`config.mk`:
```
export PLATFORM = sky130hd
export DESIGN_NAME = fifo_wr_arbiter
export DESIGN_NICKNAME = d
export VERILOG_FILES = /design/src/rtl/fifo_wr_arbiter.sv
export SDC_FILE = /design/constraint.sdc
export NUM_CORES = 1
export LEC_CHECK = 0
export BUFFER_PORTS_ARGS = -buffer_cell sky130_fd_sc_hd__buf_2
export CORE_MARGIN = 8
export CORE_UTILIZATION = 37
export CTS_CLUSTER_SIZE = 14
export DETAILED_ROUTE_END_ITERATION = 10
export GPL_ROUTABILITY_DRIVEN = 0
export GPL_TIMING_DRIVEN = 0
export HOLD_SLACK_MARGIN = 0.08
export PLACE_DENSITY = 0.75
export RECOVER_POWER = 25
export SLEW_MARGIN = 20
export SYNTH_ARGS = -nofsm -noshare
export SYNTH_HDL_FRONTEND = slang
export SYNTH_SLANG_ARGS = --single-unit
```
`constraint.sdc`:
```
create_clock -name clk -period 1.5 [get_ports clk]
set_input_delay 0.225 -clock clk [delete_from_list [all_inputs] [get_ports clk]]
set_output_delay 0.225 -clock clk [all_outputs]
set_load 0.01 [all_outputs]
```
`src/rtl/fifo_wr_arbiter.sv`:
```
// Round-robin arbiter that merges NUM_REQ packet streams into one FIFO write port.
// A grant lasts until the packet's last beat or MAX_BURST beats, whichever comes first.
module fifo_wr_arbiter #(
   parameter int DATA_WIDTH = 8,
   parameter int NUM_REQ    = 4,
   parameter int MAX_BURST  = 16
) (
   input  logic                          clk,
   input  logic                          rst,
   input  logic [NUM_REQ-1:0]            req_valid,
   input  logic [NUM_REQ*DATA_WIDTH-1:0] req_data,
   input  logic [NUM_REQ-1:0]            req_last,
   output logic [NUM_REQ-1:0]            req_ready,
   output logic [DATA_WIDTH-1:0]         fifo_wdata,
   output logic                          fifo_wr,
   input  logic                          fifo_full,
   output logic [$clog2(NUM_REQ)-1:0]    grant_id,
   output logic                          busy
);

   localparam int GW = $clog2(NUM_REQ);
   localparam int CW = $clog2(MAX_BURST);

   typedef enum logic {IDLE, XFER} state_t;

   state_t          r_state;
   state_t          w_stateNext;
   logic [GW-1:0]   r_grantId;
   logic [GW-1:0]   w_grantNext;
   logic [GW-1:0]   r_rrPtr;
   logic [GW-1:0]   w_rrPtrNext;
   logic [CW-1:0]   r_beatCnt;
   logic [CW-1:0]   w_beatCntNext;
   logic [NUM_REQ-1:0] w_rot;
   logic [GW:0]     w_sum;
   logic [GW-1:0]   w_pick;
   logic            w_found;
   logic            w_beat;

   // Rotating the request vector by rr_ptr turns the search into "lowest set bit".
   assign w_rot = NUM_REQ'({req_valid, req_valid} >> r_rrPtr);

   always_comb begin
      w_pick  = '0;
      w_found = 1'b0;
      w_sum   = '0;
      for (int k = 0; k < NUM_REQ; k++) begin
         if (!w_found && w_rot[k]) begin
            w_found = 1'b1;
            w_sum   = {1'b0, r_rrPtr} + (GW+1)'(k);
            if (w_sum >= (GW+1)'(NUM_REQ)) begin
               w_sum = w_sum - (GW+1)'(NUM_REQ);
            end
            w_pick = w_sum[GW-1:0];
         end
      end
   end

   always_comb begin
      fifo_wdata = '0;
      for (int k = 0; k < NUM_REQ; k++) begin
         if (r_grantId == GW'(k)) begin
            fifo_wdata = req_data[k*DATA_WIDTH +: DATA_WIDTH];
         end
      end
   end

   always_comb begin
      w_stateNext   = r_state;
      w_grantNext   = r_grantId;
      w_rrPtrNext   = r_rrPtr;
      w_beatCntNext = r_beatCnt;
      w_beat        = 1'b0;
      req_ready     = '0;
      fifo_wr       = 1'b0;
      busy          = 1'b0;
      case (r_state)
         IDLE: begin
            if (w_found) begin
               w_grantNext   = w_pick;
               w_beatCntNext = '0;
               w_stateNext   = XFER;
            end
         end
         XFER: begin
            busy    = 1'b1;
            w_beat  = req_valid[r_grantId] & ~fifo_full;
            fifo_wr = w_beat;
            if (!fifo_full) begin
               req_ready = NUM_REQ'(1) << r_grantId;
            end
            // A burst cut ends the grant exactly like a packet end, but the
            // requester's remaining beats must win a fresh arbitration.
            if (w_beat) begin
               w_beatCntNext = r_beatCnt + 1'b1;
               if (req_last[r_grantId] || (r_beatCnt == CW'(MAX_BURST-1))) begin
                  w_stateNext = IDLE;
                  w_rrPtrNext = (r_grantId == GW'(NUM_REQ-1)) ? '0 : r_grantId + 1'b1;
               end
            end
         end
         default: w_stateNext = IDLE;
      endcase
   end

   always_ff @(posedge clk or negedge rst) begin
      if (!rst) begin
         r_state   <= IDLE;
         r_grantId <= '0;
         r_rrPtr   <= '0;
         r_beatCnt <= '0;
      end else begin
         r_state   <= w_stateNext;
         r_grantId <= w_grantNext;
         r_rrPtr   <= w_rrPtrNext;
         r_beatCnt <= w_beatCntNext;
      end
   end

   assign grant_id = r_grantId;

endmodule

```
==> flow_metrics.tcl <==
set metrics [dict create \
    ant_nets 0 \
    synth_seq_cells 9 \
    yosysUniqueCellTypes 30 \
    num_vias 1158 \
    p_leak_nw 0.788 \
    cp_max_fo 6 \
    grt_pass1_vias 1212 \
    syn_to_final_growth_pct 85.7 \
    clockBufferDepth 2 \
    dieArea_sq_mm 0.00426 \
    coreArea_sq_mm 0.00239 \
    worstSetupPathType "reg2out" \
    netlist_instances 102 \
    end_kind "primary output" \
    post-dp-hpwl_um 2410 \
    power_w 0.00309 \
    dr.first_iter.drc_count 37 \
    antenna_cells 0 \
    setup.worst_path.start_class "register" \
    ys_seq_area_frac 0.251 \
    grt_setup_unrepaired "yes" \
    drt-total-wl_um 3760 \
    violations "negative setup slack" \
    cts-root-buf "clkbuf_4" \
    synth.net_count 150 \
    final-setup-viol-count 20 \
    min_period_over_period 1.27 \
    setup_ws_ns -0.409 \
    antenna_found_initial 0 \
    gr-usage-all-layers 0.159 \
    cts_tree "done" \
    holdPathStages 3 \
    cell_internal_pwr_w 0.00173 \
    min_period_ns 1.91 \
    grt_pass1_wl_um 5530 \
    status "complete, but fails checks" \
    avgViaCountPerCell 5.57 \
    synth.yosys.warnings 0 \
    worst_pin_slew_ns 0.710 \
    power_density_mw_per_mm2 1850 \
    cts.sinks 9 \
    hold_violations 0 \
    clock_power_share 0.066 \
    port_buffers 58 \
    reg2regPathDepth 5 \
    fin_skew_ns 0.00402 \
    avgSynthCellArea_sq_um 8.81 \
    die_w_um 65.3 \
    cts.clk_slew.worst_paths_ns 0.07 \
    drc_errors 0 \
    dp.cells 190 \
    slew-limit-headroom 0.523 \
    crit_required_ns 1.27 \
    fillers 201 \
    cts_buffers 3 \
    ir_drop_mv 1.17 \
    grt-ovfl-total 0 \
    fin_nets 227 \
    fmax_mhz 524 \
    drive_gt1_frac 0.685 \
    pwr-share-seq 0.167 \
    grt_max_degree 11 \
    drv_cap 0 \
    dieHeight_um 65.3 \
    final_cells 208 \
    wl_per_cell_um 18.1 \
    switching_share 0.440 \
    synth.cell_area_sq_um 898 \
    hp-class "in2reg" \
    cts-htree-levels 1 \
    final_util 0.699 \
    dr.pass1.iters 4 \
    pwr-share-comb 0.768 \
    setup_tns_ns -5.72 \
    switching_power_w 0.00136 \
    ios 59 \
    final-max-slew-violation-count 0 \
    clk_latency_ns 0.27 \
    rows 18 \
    start_util 0.376 \
    cp.arrival_ns 1.68 \
    timing.hold.ws_ns 0.314 \
]
==> layout by cell type, fill, tap and decap left out, types with 2 or more instances in the layout <==
cell type / n
a21oi_1: 2
a221oi_2: 6
a221oi_4: 2
and2_1: 4
and2_4: 2
and3_4: 2
buf_2: 54
buf_4: 6
buf_6: 10
clkbuf_4: 4
clkbuf_8: 2
dfrtp_1: 7
dfrtp_2: 2
ha_1: 2
ha_4: 3
inv_4: 2
mux2_4: 2
mux2i_1: 3
mux4_2: 2
nand2_1: 9
nor2b_1: 12
nor2b_2: 3
o21ai_0: 5
o31ai_2: 9
==> critical path: stages (launching register included) <==
cell	delay, ns
dfrtp_2	0.44
inv_4	0.07
ha_4	0.18
clkbuf_4	0.18
a221oi_4	0.31
o31ai_2	0.09
buf_2	0.15
==> synth_stat cells <==
master | n | area (sq um)
o32ai_1 | 1 | 8.76
nand3_1 | 1 | 5.00
mux2i_1 | 3 | 30.0
a21boi_1 | 1 | 7.51
and2_1 | 6 | 37.5
buf_4 | 1 | 7.51
ha_1 | 5 | 62.6
nor2_1 | 1 | 3.75
o211ai_2 | 1 | 12.5
nor4_2 | 1 | 12.5
mux4_2 | 2 | 45.0
and3_2 | 1 | 7.51
o2bb2ai_1 | 1 | 8.76
nor3b_1 | 1 | 7.51
nand2b_1 | 1 | 6.26
o41ai_1 | 1 | 8.76
nor2b_1 | 16 | 100
o21ai_0 | 5 | 25.0
and3_1 | 3 | 18.8
mux2_1 | 2 | 22.5
a21oi_1 | 2 | 10.0
clkbuf_1 | 3 | 11.3
or2_1 | 1 | 6.26
a31o_1 | 1 | 8.76
inv_1 | 4 | 15.0
nand2_1 | 10 | 37.5
and2b_2 | 1 | 8.76
a221oi_1 | 8 | 70.1
dfrtp_1 | 9 | 225
o31ai_1 | 9 | 67.6
==> stage by stage <==
stage,cell area [sq um],setup WS [ns]
6_report,1670,-0.409
5_1_grt,1670,-0.479
4_1_cts,1570,-0.403
3_5_place_dp,1280,-0.357
3_3_place_gp,1280,-0.314
2_1_floorplan,956,-0.102
==> per-layer routing <==
layer  GRT usage  vias up  part of all wire
met4      0.0463        0             0.022
met5           0        -                 0
met2       0.298       59              0.53
li1            -      537                 -
met3      0.0476       10             0.075
met1       0.166      552              0.38
==> final timing paths <==
path	from	slack, ns	endpoint
max	grant_id[1]	-0.41	fifo_wdata[4]
min	req_valid[0]	0.31	grant_id[0]
max reg2reg	grant_id[0]	-0.36	r_rrPtr[1]
min reg2reg	r_beatCnt[3]	0.48	r_beatCnt[3]
max in group asynchronous	rst	0.70	grant_id[1]
min in group asynchronous	rst	0.43	r_beatCnt[0]
==> power groups by stage <==
stage,Combinational (W),Sequential [W],Clock (W)
2_1_floorplan,0.00103,0.000478,0
3_3_place_gp,0.00147,0.000494,0
3_5_place_dp,0.00151,0.000505,0
4_1_cts,0.00209,0.000498,0.000202
5_1_grt,0.00254,0.000530,0.000216
6_report,0.00237,0.000514,0.000202
==> sequential cells by signal, summed over array words and instances, names as in the netlist <==
register   count
grant_id       2
r_beatCnt      4
r_rrPtr        2
r_state        1
==> final cells by class <==
| class | instances | area [sq um] | area share |
|---|---|---|---|
| clock inverter | 1 | 5.00 | 0.00300 |
| multi-input combinational | 85 | 853 | 0.512 |
| buffer | 4 | 63.8 | 0.0383 |
| timing repair buffer | 72 | 438 | 0.263 |
| tap | 30 | 37.5 | 0.0225 |
| sequential | 9 | 228 | 0.137 |
| clock buffer | 3 | 22.5 | 0.0135 |
| inverter | 4 | 20.0 | 0.0120 |
==> kinds of logic (layout without fill, tap and decap cells) <==
group,after synthesis,after routing,synth area share
AND/OR/NAND/NOR,43,43,0.280
AO/OA/AOI/OAI,30,30,0.253
flip-flops,9,9,0.251
buffers and inverters,8,84,0.0376
multiplexers,7,7,0.109
adder cells (fa/ha/maj),5,5,0.0696
==> what timing repair did <==
action | in CTS | in global routing
pin swaps | 7 | 5
buffers inserted | 10 | 1
endpoints found under the setup margin | 17 | 20
cloned | 1 | 1
hold buffers | 1 | 0
gates resized for setup | 34 | 16
endpoints found under the hold margin | 9 | 0
No activity file was read; power rests on OpenSTA's default activity.
